### src/rtl/avst_pkg.sv
// Shared types for the Avalon-ST packetizer: FSM states, the beat record carried
// through the skid buffer, and the empty-field width helper.
package avst_pkg;

    localparam int DEF_DATABITS_PER_SYMBOL = 8;
    localparam int DEF_SYMBOLS_PER_BEAT    = 4;
    localparam int DEF_WIDTH               = DEF_SYMBOLS_PER_BEAT * DEF_DATABITS_PER_SYMBOL;

    // A one-symbol beat still needs a 1-bit empty field.
    function automatic int calc_empty_bits(input int symbols);
        return (symbols > 1) ? $clog2(symbols) : 1;
    endfunction

    localparam int DEF_EMPTY_BITS = calc_empty_bits(DEF_SYMBOLS_PER_BEAT);

    typedef enum logic {
        IDLE,
        ACTIVE
    } state_t;

    typedef struct packed {
        logic [DEF_WIDTH-1:0]      data;
        logic                      sop;
        logic                      eop;
        logic [DEF_EMPTY_BITS-1:0] empty;
    } beat_t;

endpackage

### src/rtl/avst_skid_buf.sv
// Two-entry registered valid/ready buffer. in_ready comes only from the occupancy
// register, so neither side sees a combinational path through to the other.
module avst_skid_buf #(
    parameter type beat_type = avst_pkg::beat_t
) (
    input  logic     clk,
    input  logic     rst,
    input  beat_type in_beat,
    input  logic     in_valid,
    output logic     in_ready,
    output beat_type out_beat,
    output logic     out_valid,
    input  logic     out_ready
);

    logic [1:0] count;
    beat_type   head;
    beat_type   tail;
    logic       push;
    logic       pop;

    assign push      = in_valid && in_ready;
    assign pop       = out_valid && out_ready;
    assign in_ready  = (count != 2'd2);
    assign out_valid = (count != 2'd0);
    assign out_beat  = head;

    // head is always the presented beat; tail only fills while head is stalled.
    always_ff @(posedge clk or posedge rst) begin
        if (rst) begin
            count <= 2'd0;
            head  <= '0;
            tail  <= '0;
        end else begin
            if (pop) begin
                if (count == 2'd2)
                    head <= tail;
                else if (push)
                    head <= in_beat;
            end else if (push) begin
                if (count == 2'd0)
                    head <= in_beat;
                else
                    tail <= in_beat;
            end
            count <= count + {1'b0, push} - {1'b0, pop};
        end
    end

endmodule

### src/rtl/avst_packetizer.sv
// Frames the FIFO read-side word stream into Avalon-ST packets whose length is
// loaded per packet through the cfg interface; output goes through a skid buffer.
module avst_packetizer
    import avst_pkg::*;
#(
    parameter int DATABITS_PER_SYMBOL = DEF_DATABITS_PER_SYMBOL,
    parameter int SYMBOLS_PER_BEAT    = DEF_SYMBOLS_PER_BEAT,
    parameter int WIDTH               = SYMBOLS_PER_BEAT * DATABITS_PER_SYMBOL,
    parameter int LEN_BITS            = 16,
    parameter int EMPTY_BITS          = calc_empty_bits(SYMBOLS_PER_BEAT),
    parameter int CNT_BITS            = 16
) (
    input  logic                  clk,
    input  logic                  rst,
    input  logic                  cfg_start,
    input  logic [LEN_BITS-1:0]   cfg_len,
    input  logic [EMPTY_BITS-1:0] cfg_empty,
    output logic                  cfg_ready,
    output logic                  cfg_err,
    input  logic [WIDTH-1:0]      snk_data,
    input  logic                  snk_valid,
    output logic                  snk_ready,
    output logic [WIDTH-1:0]      src_data,
    output logic                  src_valid,
    input  logic                  src_ready,
    output logic                  src_startofpacket,
    output logic                  src_endofpacket,
    output logic [EMPTY_BITS-1:0] src_empty,
    output logic                  busy,
    output logic [CNT_BITS-1:0]   pkt_cnt
);

    localparam logic [LEN_BITS-1:0] LEN_ONE = 1;
    localparam logic [CNT_BITS-1:0] CNT_ONE = 1;

    state_t                state;
    logic [LEN_BITS-1:0]   word_cnt;
    logic [LEN_BITS-1:0]   len_q;
    logic [EMPTY_BITS-1:0] empty_q;
    beat_t                 push_beat;
    beat_t                 pop_beat;
    logic                  buf_ready;
    logic                  accept;
    logic                  is_last;
    logic                  cfg_take;
    logic                  cfg_len_zero;

    assign is_last      = (word_cnt == (len_q - LEN_ONE));
    assign snk_ready    = (state == ACTIVE) && buf_ready;
    assign accept       = snk_valid && snk_ready;
    assign cfg_ready    = (state == IDLE) || (accept && is_last);
    assign cfg_take     = cfg_start && cfg_ready;
    assign cfg_len_zero = (cfg_len == '0);

    always_comb begin
        push_beat       = '0;
        push_beat.data  = snk_data;
        push_beat.sop   = (word_cnt == '0);
        push_beat.eop   = is_last;
        push_beat.empty = is_last ? empty_q : '0;
    end

    // Reload on the eop accept keeps back-to-back packets bubble-free.
    always_ff @(posedge clk or posedge rst) begin
        if (rst) begin
            state    <= IDLE;
            word_cnt <= '0;
            len_q    <= '0;
            empty_q  <= '0;
            cfg_err  <= 1'b0;
        end else begin
            cfg_err <= cfg_take && cfg_len_zero;
            case (state)
                IDLE: begin
                    if (cfg_take && !cfg_len_zero) begin
                        len_q    <= cfg_len;
                        empty_q  <= cfg_empty;
                        word_cnt <= '0;
                        state    <= ACTIVE;
                    end
                end
                ACTIVE: begin
                    if (accept) begin
                        if (is_last) begin
                            if (cfg_take && !cfg_len_zero) begin
                                len_q    <= cfg_len;
                                empty_q  <= cfg_empty;
                                word_cnt <= '0;
                            end else begin
                                state <= IDLE;
                            end
                        end else begin
                            word_cnt <= word_cnt + LEN_ONE;
                        end
                    end
                end
                default: state <= IDLE;
            endcase
        end
    end

    always_ff @(posedge clk or posedge rst) begin
        if (rst)
            pkt_cnt <= '0;
        else if (src_valid && src_ready && src_endofpacket)
            pkt_cnt <= pkt_cnt + CNT_ONE;
    end

    avst_skid_buf #(
        .beat_type (beat_t)
    ) u_skid (
        .clk       (clk),
        .rst       (rst),
        .in_beat   (push_beat),
        .in_valid  (accept),
        .in_ready  (buf_ready),
        .out_beat  (pop_beat),
        .out_valid (src_valid),
        .out_ready (src_ready)
    );

    assign src_data          = pop_beat.data;
    assign src_startofpacket = pop_beat.sop;
    assign src_endofpacket   = pop_beat.eop;
    assign src_empty         = pop_beat.empty;
    assign busy              = (state == ACTIVE) || src_valid;

endmodule

### config.mk
export PLATFORM = sky130hd
export DESIGN_NAME = avst_packetizer
export DESIGN_NICKNAME = d
export VERILOG_FILES = /design/src/rtl/avst_pkg.sv /design/src/rtl/avst_skid_buf.sv /design/src/rtl/avst_packetizer.sv
export SDC_FILE = /design/constraint.sdc
export NUM_CORES = 1
export LEC_CHECK = 0
export CAP_MARGIN = 15
export CORE_ASPECT_RATIO = 0.5
export CORE_MARGIN = 3
export CORE_UTILIZATION = 50
export CTS_BUF_LIST = sky130_fd_sc_hd__clkbuf_8
export CTS_CLUSTER_DIAMETER = 150
export DETAILED_ROUTE_END_ITERATION = 10
export PLACE_DENSITY = 0.83
export RECOVER_POWER = 50
export SLEW_MARGIN = 25
export SYNTH_ARGS = -nofsm -noshare
export SYNTH_HDL_FRONTEND = slang
export SYNTH_HIERARCHICAL = 1
export SYNTH_SLANG_ARGS = --single-unit
export TNS_END_PERCENT = 20
### constraint.sdc
create_clock -name clk -period 2.7 [get_ports clk]
set_input_delay 0.54 -clock clk [delete_from_list [all_inputs] [get_ports clk]]
set_output_delay 0.54 -clock clk [all_outputs]
set_load 0.02 [all_outputs]
==> results of run 1 <==
layout by cell type, fill, tap and decap left out, drive strengths merged, types with 3 or more instances in the layout:
| master | count |
|---|---|
| a2111oi | 3 |
| a21oi | 9 |
| a221o | 8 |
| and2 | 8 |
| and3 | 8 |
| and4 | 12 |
| buf | 87 |
| clkbuf | 23 |
| clkdlybuf4s50 | 109 |
| clkinv | 6 |
| dfrtp | 126 |
| ha | 6 |
| inv | 26 |
| mux2 | 54 |
| nand2 | 25 |
| nand2b | 23 |
| nand3 | 9 |
| nand3b | 14 |
| nand4 | 11 |
| nor2 | 23 |
| nor2b | 15 |
| nor3 | 12 |
| nor4 | 12 |
| o211a | 13 |
| o21ai | 25 |
| o221a | 23 |
| o22ai | 3 |
| or2 | 4 |
| or4 | 5 |
| xnor2 | 21 |
| xor2 | 12 |
worst max-delay path by stage:
stage                      to  slack (ns)
finish              cfg_ready       -0.81
global route        cfg_ready       -0.90
CTS                 cfg_ready       -0.84
detailed placement  cfg_ready       -0.92
global placement    cfg_ready       -0.90
floorplan           cfg_ready       -0.35
cells by family after synthesis:
kind of cell	share of synthesized area
and+or+nand+nor	0.173
AOI/OAI and AO/OA	0.134
adders and majority gates	0.0115
muxes	0.101
xor gates and xnor gates	0.0476
DFF	0.482
buffers and inverters	0.0503
power by group:
group          total, W  internal (W)  switching, W
Sequential      0.00303       0.00258      0.000454
Clock           0.00168      0.000861      0.000822
Combinational   0.00420       0.00222       0.00198
area by class of cell:
| class | instances | area, um2 | area share |
|---|---|---|---|
| multi-input combinational | 389 | 3190 | 0.360 |
| sequential | 126 | 3150 | 0.356 |
| timing repair buffer | 202 | 1820 | 0.206 |
| clock buffer | 18 | 248 | 0.0280 |
| tap | 165 | 206 | 0.0233 |
| clock inverter | 14 | 158 | 0.0178 |
| inverter | 22 | 85.1 | 0.00960 |
stage by stage:
step	hold WS [ns]	util	cells
3_5_place_dp	0.458	0.676	898
5_1_grt	0.499	0.721	936
6_report	0.464	0.721	936
4_1_cts	0.470	0.719	936
2_1_floorplan	0.470	-	575
3_3_place_gp	0.453	0.676	898
per-layer routing:
metal	wire length (um)	track usage	vias to the layer above
met5	0	0	-
met4	212	0.0676	0
met3	859	0.0526	19
met2	8230	0.400	162
met1	7470	0.308	2639
li1	-	-	2484
sequential cells by signal, indices dropped and copies added, names as in the netlist:
signal / cells
u_skid/out_beat: 36
u_skid/tail: 36
len_q: 16
pkt_cnt: 16
word_cnt: 16
empty_q: 2
u_skid/count: 2
cfg_err: 1
state: 1
repair_timing:
item / 4_1_cts / 5_1_grt
pin swaps: 14 / 3
resized for setup: 27 / 12
setup endpoints to repair: 43 / 43
hold buffers: 0 / 0
cloned: 1 / 0
setup buffers: 6 / 0
==> results.yml, run 1 <==
status:
  status: "finished, violations left"
  violations: "max-capacitance violations, max-slew violations, negative setup slack"
die:
  die_w_um: 168
  start_util: 0.532
  core_um2: 12300
  die_area_um2: 14600
  core.rowCount: 28
  pin_count: 112
  die_height_um: 86.9
global_routing:
  grt-ovfl-total: 0
  grt_pass1_wl_mm: 27.3
  first_global_vias: 5389
  grt_start_max_net_pins: 45
  grt.total_usage: 0.235
  antenna_found_initial: 0
worst_hold_path:
  holdPathEnd: "pkt_cnt[15]"
  min_path_cells: 1
  hold_path_startpoint: "pkt_cnt[15]"
  min_path_type: "reg -> reg"
drt:
  ant_nets: 0
  vias: 5304
  wl_per_cell_um: 17.9
  firstDrtPassIters: 4
  wl_mm: 16.8
  route.detailed.drc: 0
  drt_iter0_markers: 358
  avgViaCountPerCell: 5.67
logic_synthesis:
  yosysWarnings: 6
  synth_common_cells: "dfrtp_1, mux2_2, nand2_1"
  yosys_register_bits: 126
  syn_inst: 575
  yosysMostFrequentCell: "dfrtp_1"
  synth_edf_count: 0
  synth_top_area_frac: 0.482
  synth_top_area_cell: "dfrtp_1"
  synthFlopType: "dfrtp_1"
  syn-num-nets: 636
  syn_avg_cell_area_um2: 11.4
  ys_seq_area_frac: 0.482
  synth.area.top_cells: "dfrtp_1, mux2_2, o221a_2"
  synth_cell_types: 65
  synth.cell_area_um2: 6540
  ys_async_sr_fraction: 1.00
sta:
  tightest_slew_ns: 1.54
  max_freq_mhz: 285
  setup_ws_ns: -0.806
  slew_headroom: -0.0306
  post-route-period-util: 1.30
  final.setup_skew_ns: 0.0163
  setup_tns_ns: -18.62
  drv_slew: 40
  finalCriticalPeriod_ns: 3.51
  rsz0062_at_grt: "true"
  hold_viol: 0
  setup_viol: 43
finish:
  fillers: 868
  fin_nets: 819
  area_growth_pct: 35.5
  layout-drive-gt1-share: 0.293
  antenna_cells: 0
  stdcell_area_um2: 8860
clocking:
  cts_root_buffer: "clkbuf_8"
  cts.clk_slew.worst_paths_ns: 0.08
  numCtsBuffers: 17
  htree_levels: 4
  cts_sinks: 126
  cts_tree: "yes"
  cts_max_path_buffers: 2
  clk-insertion-delay-late_ns: 0.44
placement:
  place_ws_ns: -0.916
  dp_hpwl_mm: 11.8
  place_area_um2: 8310
  numPortBuffers: 111
  place_congestion: 0.917
worst_setup_path:
  reg2reg_slack_ns: -0.62
  worst-path-buf-inv: 1
  path_delay_family: "simple AND/OR/NAND/NOR gates"
  critical_path_depth: 7
  cp_max_fo: 4
  crit_chain: "or4_4 > or4_4 > a21o_1 > a2111oi_4 > nand4_1 > o21ai_4 > buf_6"
  cpMostUsedCell: "or4_4"
  r2r_start: "len_q[0]"
  r2r.worst_path.cells: 13
  slowest_stage: "or4_4"
  critPathMaxStageDelay_ns: 0.56
  end_kind: "output port"
  r2r-end: "word_cnt[5]"
  timing.critical_path.from: "len_q[0]"
  required_ns: 2.16
  startpoint_type: "flip-flop"
  critPathKind: "reg -> out"
  crit_arrival_ns: 2.97
power_and_ir_drop:
  power.density_nw_per_um2: 1010
  p_total_w: 0.00891
  leakage_nw: 3.85
  ir_worst_vdd_v: 0.000623
job:
  maxCapViolCount: 1
(Power assumes the default switching activity.)
==> run 2, diff against run 1 <==
CORE_ASPECT_RATIO = 1.25   (was 0.5)
CORE_UTILIZATION = 48   (was 50)
CTS_BUF_LIST = unset   (was sky130_fd_sc_hd__clkbuf_8)
PLACE_DENSITY = 0.8   (was 0.83)
==> results.yml, run 2 (same netlist as run 1, synthesis figures left out) <==
job:
  maxCapViolCount: 1
worst_setup_path:
  critical_path_depth: 7
  reg2reg_slack_ns: -0.57
  r2r_start: "len_q[0]"
  cp-endpoint: "cfg_ready"
  cp_max_fo: 4
  r2r-end: "u_skid/out_beat[0]"
  critPathKind: "reg -> out"
  end_kind: "output port"
  timing.critical_path.from: "len_q[0]"
  slowest_stage: "or4_4"
  crit_arrival_ns: 2.95
  r2r.worst_path.cells: 13
  required_ns: 2.16
  worst-path-buf-inv: 1
  critPathMaxStageDelay_ns: 0.55
  path_delay_family: "simple AND/OR/NAND/NOR gates"
  crit_chain: "or4_4 > or4_1 > a21o_1 > a2111oi_4 > nand4_1 > o21ai_4 > buf_4"
  startpoint_type: "flip-flop"
sta:
  post-route-period-util: 1.29
  slew_headroom: -0.195
  final.setup_skew_ns: 0.00490
  finalCriticalPeriod_ns: 3.49
  setup_ws_ns: -0.789
  rsz0062_at_grt: "true"
  hold_viol: 0
  max_freq_mhz: 287
  drv_slew: 75
  whs_ns: 0.471
  tightest_slew_ns: 1.79
  setup_viol: 43
global_routing:
  grt_start_max_net_pins: 75
  grt_pass1_wl_mm: 28.0
  grt-ovfl-total: 0
  first_global_vias: 5499
  antenna_found_initial: 0
  grt.total_usage: 0.234
clocking:
  cts.clk_slew.worst_paths_ns: 0.06
  numCtsBuffers: 17
  cts_max_path_buffers: 2
  cts_root_buffer: "clkbuf_16"
  postCtsHoldBufs: 0
  cts_sinks: 126
  clk-insertion-delay-late_ns: 0.41
  htree_levels: 4
  cts_tree: "yes"
placement:
  dp_hpwl_mm: 12.6
  numPortBuffers: 111
  place_congestion: 0.865
drt:
  route.detailed.drc: 0
  vias: 5322
  firstDrtPassIters: 5
  drt_iter0_markers: 366
  wl_mm: 17.5
  wl_per_cell_um: 18.6
  avgViaCountPerCell: 5.67
  ant_nets: 0
finish:
  layout-drive-gt1-share: 0.292
  final_common_cell: "dfrtp_1"
  antenna_cells: 0
  area_growth_pct: 38.2
  fin_nets: 815
  layout_common_cells: "dfrtp_1, clkdlybuf4s50_1, buf_4"
die:
  pin_count: 112
  die_w_um: 110
  core_um2: 13300
  start_util: 0.492
  die_area_um2: 15100
  die_height_um: 137
  core.rowCount: 47
power_and_ir_drop:
  leakage_nw: 3.89
  power.density_nw_per_um2: 1050
  p_total_w: 0.00947
  ir_worst_vdd_v: 0.000638
status:
  status: "finished, violations left"
  violations: "max-capacitance violations, max-slew violations, negative setup slack"
worst_hold_path:
  min_path_type: "reg -> reg"
## run 2: cell type report
cell class,instances,area [um2]
clock buffers,21,450
clock inverters,11,106
fillers,1038,4250
inverters,22,82.6
multi-input cells,389,3220
flip-flops and latches,126,3150
well taps,171,214
repair buffers,198,1810
## run 2: stage by stage
stage | setup slack [ns] | area [um2] | std cells | TNS, ns | util
6_report | -0.789 | 9040 | 938 | -15.09 | 0.680
5_1_grt | -0.919 | 9040 | 938 | -20.06 | 0.680
4_1_cts | -0.793 | 8970 | 933 | -14.89 | 0.675
3_5_place_dp | -0.976 | 8290 | 898 | -21.38 | 0.624
3_3_place_gp | -0.971 | 8290 | 898 | -19.44 | 0.624
2_1_floorplan | -0.350 | 6560 | 575 | -6.29 | -
## run 2: worst min path at each step
stage	startpoint	to	slack, ns	cells past startpoint
2_1_floorplan	u_skid/tail[0]	u_skid/tail[0]	0.47	1
3_3_place_gp	pkt_cnt[15]	pkt_cnt[15]	0.47	1
3_5_place_dp	pkt_cnt[15]	pkt_cnt[15]	0.47	1
4_1_cts	pkt_cnt[15]	pkt_cnt[15]	0.48	1
5_1_grt	pkt_cnt[15]	pkt_cnt[15]	0.50	1
6_report	pkt_cnt[15]	pkt_cnt[15]	0.47	1
## run 2: timing repair
item | in CTS | in global routing
gates resized for setup | 33 | 16
pin swaps | 8 | 11
gates cloned | 1 | 0
buffers inserted | 3 | 7
setup endpoints to repair | 43 | 43
## run 2: worst register-to-register path, cell delays in order (launching register included)
cell	delay [ns]
dfrtp_1	0.37
or4_4	0.55
or4_1	0.49
a21o_1	0.23
buf_4	0.15
buf_6	0.11
a2111oi_4	0.34
and4_4	0.29
buf_8	0.12
buf_12	0.11
and2_4	0.14
nor2b_1	0.04
o21ai_1	0.09
o211a_1	0.17
## run 2: layer usage
layer,track usage,share of wire,up-vias
met1,0.269,0.39,2669
met2,0.425,0.54,146
met4,0.0883,0.024,0
met5,0,0,-
li1,-,-,2478
met3,0.0526,0.042,29
## run 2: power by group
| part | internal [W] | switching [W] | leakage (nW) |
|---|---|---|---|
| registers | 0.00259 | 0.000447 | 1.48 |
| logic | 0.00223 | 0.00205 | 2.14 |
| clock network | 0.00130 | 0.000858 | 0.265 |
| total | 0.00611 | 0.00335 | 3.89 |
